--- src/rtl/lcd_pkg.sv ---
// Shared types for the LCD frame sequencer: command opcodes,
// FSM state encoding and the window-setup command table.
package lcd_pkg;

  localparam logic [7:0] CMD_CASET = 8'h2A;
  localparam logic [7:0] CMD_RASET = 8'h2B;
  localparam logic [7:0] CMD_RAMWR = 8'h2C;
  localparam int         CMD_LEN   = 11;

  typedef enum logic [2:0] {
    ST_IDLE,
    ST_CMD,
    ST_ROW_RD,
    ST_ROW_LAT,
    ST_PIX_HI,
    ST_PIX_LO,
    ST_DONE
  } lcd_state_e;

  typedef struct packed {
    logic       dc;
    logic [7:0] data;
  } lcd_byte_t;

  function automatic lcd_byte_t cmd_entry(
    input logic [3:0] idx,
    input logic [7:0] x_end,
    input logic [7:0] y_end
  );
    lcd_byte_t b;
    b.dc   = 1'b1;
    b.data = 8'h00;
    case (idx)
      4'd0: begin
        b.dc   = 1'b0;
        b.data = CMD_CASET;
      end
      4'd4: b.data = x_end;
      4'd5: begin
        b.dc   = 1'b0;
        b.data = CMD_RASET;
      end
      4'd9: b.data = y_end;
      4'd10: begin
        b.dc   = 1'b0;
        b.data = CMD_RAMWR;
      end
      default: ;
    endcase
    return b;
  endfunction

endpackage

--- src/rtl/lcd_pix_shift.sv ---
// Row shift register: holds one RAM row, presents the colour
// of the leftmost remaining pixel (optionally inverted).
module lcd_pix_shift
  #(
    parameter int          H_PIX    = 132,
    parameter logic [15:0] FG_COLOR = 16'hFFFF,
    parameter logic [15:0] BG_COLOR = 16'h0000
  )
  (
    input  logic             clk,
    input  logic             rst_n,
    input  logic             load,
    input  logic             shift,
    input  logic             inv,
    input  logic [H_PIX-1:0] data,
    output logic [15:0]      color
  );

  logic [H_PIX-1:0] sr;

  always_ff @(posedge clk or negedge rst_n) begin
    if (!rst_n) begin
      sr <= '0;
    end else if (load) begin
      sr <= data;
    end else if (shift) begin
      sr <= {sr[H_PIX-2:0], 1'b0};
    end
  end

  assign color = (sr[H_PIX-1] ^ inv) ? FG_COLOR : BG_COLOR;

endmodule

--- src/rtl/lcd_frame_sequencer.sv ---
// Frame scheduler: window setup bytes then RAM rows as RGB565.
// Define LCD_INVERT_EN to add the per-frame colour invert input.
module lcd_frame_sequencer
  import lcd_pkg::*;
  #(
    parameter int          H_PIX    = 132,
    parameter int          V_LINES  = 162,
    parameter logic [15:0] FG_COLOR = 16'hFFFF,
    parameter logic [15:0] BG_COLOR = 16'h0000
  )
  (
    input  logic             clk,
    input  logic             rst_n,
    input  logic             init_done,
    input  logic             frame_req,
    output logic [7:0]       ram_addr,
    input  logic [H_PIX-1:0] ram_data,
    output logic             tx_valid,
    input  logic             tx_ready,
    output logic [7:0]       tx_byte,
    output logic             tx_dc,
    output logic             busy,
    output logic             frame_done
`ifdef LCD_INVERT_EN
    ,
    input  logic             invert
`endif
  );

  localparam int PW = $clog2(H_PIX + 1);
  localparam logic [7:0]    X_END    = 8'(H_PIX - 1);
  localparam logic [7:0]    Y_END    = 8'(V_LINES - 1);
  localparam logic [PW-1:0] PIX_LAST = PW'(H_PIX - 1);
  localparam logic [3:0]    IDX_LAST = 4'(CMD_LEN - 1);

  lcd_state_e    state, state_d;
  logic [7:0]    row;
  logic [PW-1:0] pix;
  logic [3:0]    idx;
  logic          pending;
  logic          inv_q;
  logic          start, abort;
  logic          load, shift;
  logic          cmd_acc, pix_acc;
  logic [15:0]   color;
  lcd_byte_t     cmd;

  assign ram_addr = row;
  assign cmd      = cmd_entry(idx, X_END, Y_END);

  always_ff @(posedge clk or negedge rst_n) begin
    if (!rst_n) begin
      state <= ST_IDLE;
    end else begin
      state <= state_d;
    end
  end

  always_comb begin
    state_d    = state;
    tx_valid   = 1'b0;
    tx_byte    = 8'h00;
    tx_dc      = 1'b0;
    busy       = 1'b0;
    frame_done = 1'b0;
    start      = 1'b0;
    abort      = 1'b0;
    load       = 1'b0;
    shift      = 1'b0;
    cmd_acc    = 1'b0;
    pix_acc    = 1'b0;
    unique case (state)
      ST_IDLE: begin
        if (init_done && (frame_req || pending)) begin
          start   = 1'b1;
          state_d = ST_CMD;
        end
      end
      ST_CMD: begin
        busy     = 1'b1;
        tx_valid = 1'b1;
        tx_dc    = cmd.dc;
        tx_byte  = cmd.data;
        if (tx_ready) begin
          cmd_acc = 1'b1;
          if (idx == IDX_LAST) state_d = ST_ROW_RD;
        end
      end
      ST_ROW_RD: begin
        busy    = 1'b1;
        state_d = ST_ROW_LAT;
      end
      ST_ROW_LAT: begin
        busy    = 1'b1;
        load    = 1'b1;
        state_d = ST_PIX_HI;
      end
      ST_PIX_HI: begin
        busy     = 1'b1;
        tx_valid = 1'b1;
        tx_dc    = 1'b1;
        tx_byte  = color[15:8];
        if (tx_ready) state_d = ST_PIX_LO;
      end
      ST_PIX_LO: begin
        busy     = 1'b1;
        tx_valid = 1'b1;
        tx_dc    = 1'b1;
        tx_byte  = color[7:0];
        if (tx_ready) begin
          pix_acc = 1'b1;
          shift   = 1'b1;
          if (pix != PIX_LAST) state_d = ST_PIX_HI;
          else if (row != Y_END) state_d = ST_ROW_RD;
          else state_d = ST_DONE;
        end
      end
      ST_DONE: begin
        frame_done = 1'b1;
        state_d    = ST_IDLE;
      end
      default: state_d = ST_IDLE;
    endcase
    // Losing the panel mid-frame discards the frame entirely
    if (busy && !init_done) begin
      abort   = 1'b1;
      state_d = ST_IDLE;
    end
  end

  always_ff @(posedge clk or negedge rst_n) begin
    if (!rst_n) begin
      idx <= '0;
      row <= '0;
      pix <= '0;
    end else if (start) begin
      idx <= '0;
      row <= '0;
      pix <= '0;
    end else begin
      if (cmd_acc) idx <= idx + 4'd1;
      if (pix_acc) begin
        if (pix == PIX_LAST) begin
          pix <= '0;
          row <= row + 8'd1;
        end else begin
          pix <= pix + PW'(1);
        end
      end
    end
  end

  always_ff @(posedge clk or negedge rst_n) begin
    if (!rst_n) begin
      pending <= 1'b0;
    end else if (abort || start) begin
      pending <= 1'b0;
    end else if (frame_req) begin
      pending <= 1'b1;
    end
  end

`ifdef LCD_INVERT_EN
  always_ff @(posedge clk or negedge rst_n) begin
    if (!rst_n) begin
      inv_q <= 1'b0;
    end else if (start) begin
      inv_q <= invert;
    end
  end
`else
  assign inv_q = 1'b0;
`endif

  lcd_pix_shift #(
    .H_PIX    (H_PIX),
    .FG_COLOR (FG_COLOR),
    .BG_COLOR (BG_COLOR)
  ) u_shift (
    .clk   (clk),
    .rst_n (rst_n),
    .load  (load),
    .shift (shift),
    .inv   (inv_q),
    .data  (ram_data),
    .color (color)
  );

endmodule

--- config.mk ---
export PLATFORM = sky130hd
export DESIGN_NAME = lcd_frame_sequencer
export DESIGN_NICKNAME = d
export VERILOG_FILES = /design/src/rtl/lcd_pkg.sv /design/src/rtl/lcd_pix_shift.sv /design/src/rtl/lcd_frame_sequencer.sv
export SDC_FILE = /design/constraint.sdc
export NUM_CORES = 1
export LEC_CHECK = 0
export BUFFER_PORTS_ARGS = -buffer_cell sky130_fd_sc_hd__buf_2
export CORE_ASPECT_RATIO = 1.25
export CORE_UTILIZATION = 50
export DETAILED_ROUTE_END_ITERATION = 16
export PLACE_DENSITY = 0.79
export SETUP_SLACK_MARGIN = 0.3
export SLEW_MARGIN = 10
export SYNTH_ARGS = -nofsm -noshare
export SYNTH_HDL_FRONTEND = slang
export SYNTH_SLANG_ARGS = --single-unit
--- constraint.sdc ---
create_clock -name clk -period 2.1 [get_ports clk]
set_input_delay 0 -clock clk [delete_from_list [all_inputs] [get_ports clk]]
set_output_delay 0 -clock clk [all_outputs]
set_load 0.02 [all_outputs]
==> impl_metrics.toml, run 1 <==
[timing]
worst_pin_slew_ns = 0.473
clock_skew_ns = 0.00745
final_max_slew_viol_count = 0
finalCritPeriodShare_pct = 88.4
final.min_clock_period_ns = 1.86
final.setup.tns_ns = 0
fmax_mhz = 539
relSlewSlack_pct = 68.5
rsz0062_at_grt = "yes"
report.final.hold_viol_count = 0
finalSetupViolations = 0

[drt]
dr.pass1.iters = 5
wl_met1_mm = 8.05
wl_met3_mm = 1.16
routedWlPerCell_um = 17.1
totalWireLength_mm = 20.9
viasPerCell = 5.64
wl_met2_mm = 11.1
vias = 6920
first_iter_violations = 599
top_layer_used = "met4"
drc_errors = 0
ant_nets = 0

[logic_synthesis]
yosys.area.top_type_share_pct = 55.7
synth_top_family_by_area = "simple AND/OR/NAND/NOR gates"
synthAdderAreaFrac_pct = 1.39
yosysTopAreaCell = "dfrtp_1"
synthMostInstantiatedCell = "nand2_1"
postSynth.asyncResetShare_pct = 100
synth-xor-area-share_pct = 0.750
netlist_top_cells_count = "275 x nand2_1, 156 x dfrtp_1, 130 x a22oi_1"
synth_edf_count = 0
yosys.area_share.simple_pct = 19.8
netlist_area_um2 = 7010
synth_flop_cell = "dfrtp_1"
synth_compound_area_share_pct = 18.1
synthTopCellsByArea = "dfrtp_1 56%, nand2_1 15%, a22oi_1 14%"
ys_ff_latch = 156
synth_warnings = 0
ys_seq_area_share_pct = 55.7
synth_mux_area_share_pct = 0.589
synth_area_per_cell_um2 = 9.42
netlist_instances = 744
yosysUniqueCellTypes = 49
synth_fp_nets = 888

[setup_path]
startpoint = "idx[1]"
endpoint = "tx_dc"
crit_arrival_ns = 1.86
critPathRequiredTime_ns = 2.10
rr_startpoint = "state[2]"
r2r-end = "state[0]"
worst-r2r-cell-count = 5
critPathKind = "reg2out"
reg2reg_slack_ns = 0.27
end_kind = "output pin"
path_max_fanout = 4
start_kind = "flip-flop"

[power_and_ir_drop]
ir_drop_uv = 696
p_leak_nw = 5.21
power_density_nw_per_um2 = 998

[clock_network]
path_clk_slew_ns = 0.06
cts_max_path_buffers = 2
cts_root_buf = "clkbuf_16"
numCtsBuffers = 17
cts_tree = "yes"
cts_sinks = 156
clk_latency_ns = 0.42
cts_max_level = 4

[cells_and_area]
instances_no_fill = 1226
fin_area_um2 = 10200
nNetsFinal = 1183
layout-drive-gt1-share_pct = 23.6
multi_input_area_um2 = 2950
synthToLayoutAreaGrowth_pct = 45.9
seq_area_um2 = 3910
diodes = 0
fillCellCount = 900

[floorplanning]
initial_core_util_pct = 51.0
rows = 48
die_area_um2 = 14500
die-height_um = 134
io_pins = 157
coreArea_um2 = 13800
die_w_um = 108

[status]
status = "complete, no violations"

[placement]
place_area_um2 = 7980
gp_congestion = 0.837
port_buffers = 156
dp.final_hpwl_mm = 10.3
placed_cells = 1039

[global_route]
grt_antenna_before_repair = 0
grt_pass1_wl_mm = 33.4
grt_max_degree = 67
grt_pass1_vias = 6989
grt_use_total_pct = 29.8
gr-total-overflow = 0

[flow_run]
drv_cap = 0

[min_path]
hold_class = "in2async"
[worst min-delay path by stage]
| stage | startpoint | endpoint | slack (ns) |
|---|---|---|---|
| 6_report | rst_n | idx[3] | 0.08 |
| 5_1_grt | rst_n | idx[3] | 0.13 |
| 4_1_cts | rst_n | idx[3] | 0.1 |
| 3_5_place_dp | rst_n | idx[3] | -0.02 |
| 3_3_place_gp | rst_n | idx[3] | -0.02 |
| 2_1_floorplan | rst_n | idx[0] | -0.30 |
[cell families (layout without fill, tap and decap cells)]
group           count (synthesis)  count (layout)
xor+xnor                        6               6
fa+ha+maj                       8               8
compound gates                179             179
simple gates                  335             335
flops                         156             156
mux                             4               4
buf+inv                        56             363
[per-stage QoR]
step                      total power, mW  hold WS [ns]  setup slack [ns]  util [%]
after floorplan                      6.00        -0.296             0.344         -
after global placement               6.58       -0.0197             0.283      58.1
after detailed placement             6.69       -0.0199             0.256      58.1
after CTS                            10.0        0.0992             0.287      73.3
after global routing                 10.8         0.133             0.133      74.4
final                                10.2        0.0843             0.245      74.4
[layer usage]
metal  GRT usage (%)  vias up
met1            34.5     3375
met3            6.71       58
li1                -     3189
met5               0        -
met2            51.9      298
met4            13.9        0
[cell usage in the layout, fill, tap and decap left out, types with 9 or more instances in the layout]
cell           count
a22oi_1          130
dfrtp_1          152
buf_2            154
or3_1             10
buf_4             21
dlygate4sd3_1    136
clkbuf_16         18
a21oi_1           14
o21ai_0           13
nand2_1          275
nand3_1            9
nor2_1            11
[worst max-delay path, cell delays in order, from the launching register on]
cell and delay, ns:
dfrtp_1 0.41, inv_2 0.08, ha_4 0.16, mux2i_2 0.17, a2bb2oi_2 0.20, a21oi_1 0.07
nor3_1 0.15, buf_2 0.20
[area by class of cell]
cell class | instances | area share [%]
sequential | 156 | 38.2
multi-input combinational | 532 | 28.8
timing repair buffer | 325 | 25.0
clock buffer | 21 | 4.60
tap | 175 | 2.14
clock inverter | 10 | 0.893
inverter | 7 | 0.269
[where the power goes]
group	leakage (nW)	total [mW]	internal (mW)	switching [mW]
clock	0.263	2.94	1.72	1.23
sequential	2.05	4.79	4.09	0.701
combinational	2.89	2.48	1.13	1.35
total	5.21	10.2	6.93	3.28
[registers in the layout, summed over array words and instances (netlist names)]
register / cells
idx: 4
state: 3
pix: 8
pending: 1
ram_addr: 8
u_shift.sr: 132
[repair_timing]
action	CTS	global route
hold buffers	136	0
cloned	1	1
endpoints found under the setup margin	80	45
pin swaps	3	2
buffers inserted	10	8
hold endpoints to repair	292	0
resized for setup	16	15
Note: power is estimated with default switching activity, not from simulation.
==> run 2: changes to the inputs <==
- CAP_MARGIN: unset -> 20
- CTS_BUF_LIST: unset -> sky130_fd_sc_hd__clkbuf_8
==> impl_metrics.toml, run 2 (synthesis gave the netlist of run 1 again) <==
[status]
status = "complete, no violations"

[timing]
relSlewSlack_pct = 67.6
fmax_mhz = 532
finalCritPeriodShare_pct = 89.5
final.min_clock_period_ns = 1.88
finalSetupViolations = 0
final.setup.tns_ns = 0
clock_skew_ns = 0.00809
rsz0062_at_grt = "yes"
final_max_slew_viol_count = 0
worst_pin_slew_ns = 0.486
worst_slack_ns = 0.221
report.final.hold_viol_count = 0

[placement]
gp_congestion = 0.837
port_buffers = 156
place_area_um2 = 7980
pre_cts_slack_ns = 0.256
dp.final_hpwl_mm = 10.3

[power_and_ir_drop]
clock_power_share_pct = 22.5
seq_power_share_pct = 50.2
power.total_mw = 9.55
p_leak_nw = 5.28
ir_drop_uv = 641
combPwrFrac_pct = 27.2
netSwitchingFraction_pct = 34.0
power_density_nw_per_um2 = 926
intPower_mw = 6.30
switchingPower_mw = 3.25

[clock_network]
cts_root_buf = "clkbuf_8"
path_clk_slew_ns = 0.08
cts_sinks = 156
cts_tree = "yes"
clk_latency_ns = 0.46
cts_max_level = 4
numCtsBuffers = 17
cts_max_path_buffers = 2

[setup_path]
crit_buf_inv = 1
path_max_fanout = 4
max_stage_delay_ns = 0.43
rr_startpoint = "state[1]"
end_kind = "output pin"
crit_path_cell_trace = "ha_2, mux2i_2, a2bb2oi_2, o21ai_1, a21o_1, buf_2"
start_kind = "flip-flop"
r2r-end = "u_shift.sr[46]"
reg2reg_slack_ns = 0.25
critPathRequiredTime_ns = 2.10
critPathKind = "reg2out"
crit_family = "compound AO/OA/AOI/OAI gates"
crit_arrival_ns = 1.88
critPathSlowestCell = "dfrtp_1"
worst-r2r-cell-count = 8

[drt]
first_iter_violations = 631
routedWlPerCell_um = 17.8
totalWireLength_mm = 22.1
ant_nets = 0
dr.pass1.iters = 8
vias = 7063
viasPerCell = 5.68
drc_errors = 0

[cells_and_area]
nNetsFinal = 1200
fillCellCount = 875
synthToLayoutAreaGrowth_pct = 47.2
fin_util_pct = 75.0
layout.cells.most_common_list = "272 x nand2_1, 155 x buf_2, 153 x dfrtp_1"
layout-drive-gt1-share_pct = 24.8
regMostFlops = "u_shift.sr"
final_common_cell = "nand2_1"
largest_reg_flops = 132
fin_area_um2 = 10300
diodes = 0

[global_route]
grt_pass1_vias = 7007
grt_antenna_before_repair = 0
gr-total-overflow = 0
grt_use_total_pct = 28.9
grt_pass1_wl_mm = 32.6
grt_max_degree = 67

[floorplanning]
die_w_um = 108
coreArea_um2 = 13800
initial_core_util_pct = 51.0
rows = 48
io_pins = 157
die-height_um = 134
die_area_um2 = 14500

[min_path]
hold_class = "in2async"

[flow_run]
drv_cap = 0
-- run 2: cell count changes in the layout (fill, tap and decap cells not counted), moves of 2 or more --
cell	delta
buf_12	+4
buf_4	+4
buf_6	+2
clkbuf_16	-12
clkbuf_8	+17
nand2_1	-3
nand2_2	+3
-- run 2: worst max path at each step --
stage | cells after the start | startpoint | endpoint | slack [ns]
3_5_place_dp | 5 | state[1] | u_shift.sr[0] | 0.26
3_3_place_gp | 5 | state[1] | u_shift.sr[0] | 0.28
5_1_grt | 7 | idx[1] | tx_byte[5] | 0.10
2_1_floorplan | 5 | pix[0] | ram_addr[7] | 0.34
6_report | 6 | idx[1] | tx_byte[5] | 0.22
4_1_cts | 6 | idx[1] | tx_byte[5] | 0.23
-- run 2: power groups by stage --
| stage | clock network (mW) | logic (mW) | registers, mW |
|---|---|---|---|
| 6_report | 2.15 | 2.60 | 4.80 |
| 5_1_grt | 2.31 | 2.89 | 4.88 |
| 4_1_cts | 2.19 | 2.28 | 4.71 |
| 3_5_place_dp | 0 | 1.94 | 4.75 |
| 3_3_place_gp | 0 | 1.85 | 4.73 |
| 2_1_floorplan | 0 | 1.44 | 4.55 |
-- run 2: final cells by class --
type / instances / area, um2 / area share (%)
flip-flops and latches: 156 / 3910 / 37.9
inverters: 7 / 27.5 / 0.267
well taps: 175 / 219 / 2.12
multi-input cells: 532 / 2960 / 28.6
repair buffers: 342 / 2840 / 27.5
clock buffers: 20 / 275 / 2.67
clock inverters: 11 / 95.1 / 0.922
-- run 2: timing repair --
item | CTS | global route
cloned | 1 | 10
pin swaps | 3 | 2
hold buffers | 136 | 0
endpoints found under the hold margin | 295 | 0
setup endpoints to repair | 73 | 89
resized for setup | 18 | 20
setup buffers | 8 | 18
-- run 2: stage by stage --
step | cells | hold WS (ns)
5_1_grt | 1243 | 0.0829
3_5_place_dp | 1039 | -0.0199
3_3_place_gp | 1039 | -0.0197
6_report | 1243 | 0.0293
2_1_floorplan | 744 | -0.296
4_1_cts | 1215 | 0.0428
-- run 2: metal layers --
layer,vias up,part of all wire (%),track usage [%]
met5,-,0,0
met4,0,3.5,14.2
met3,72,5.9,6.80
met2,329,52,50.0
met1,3451,38,33.4
li1,3211,-,-
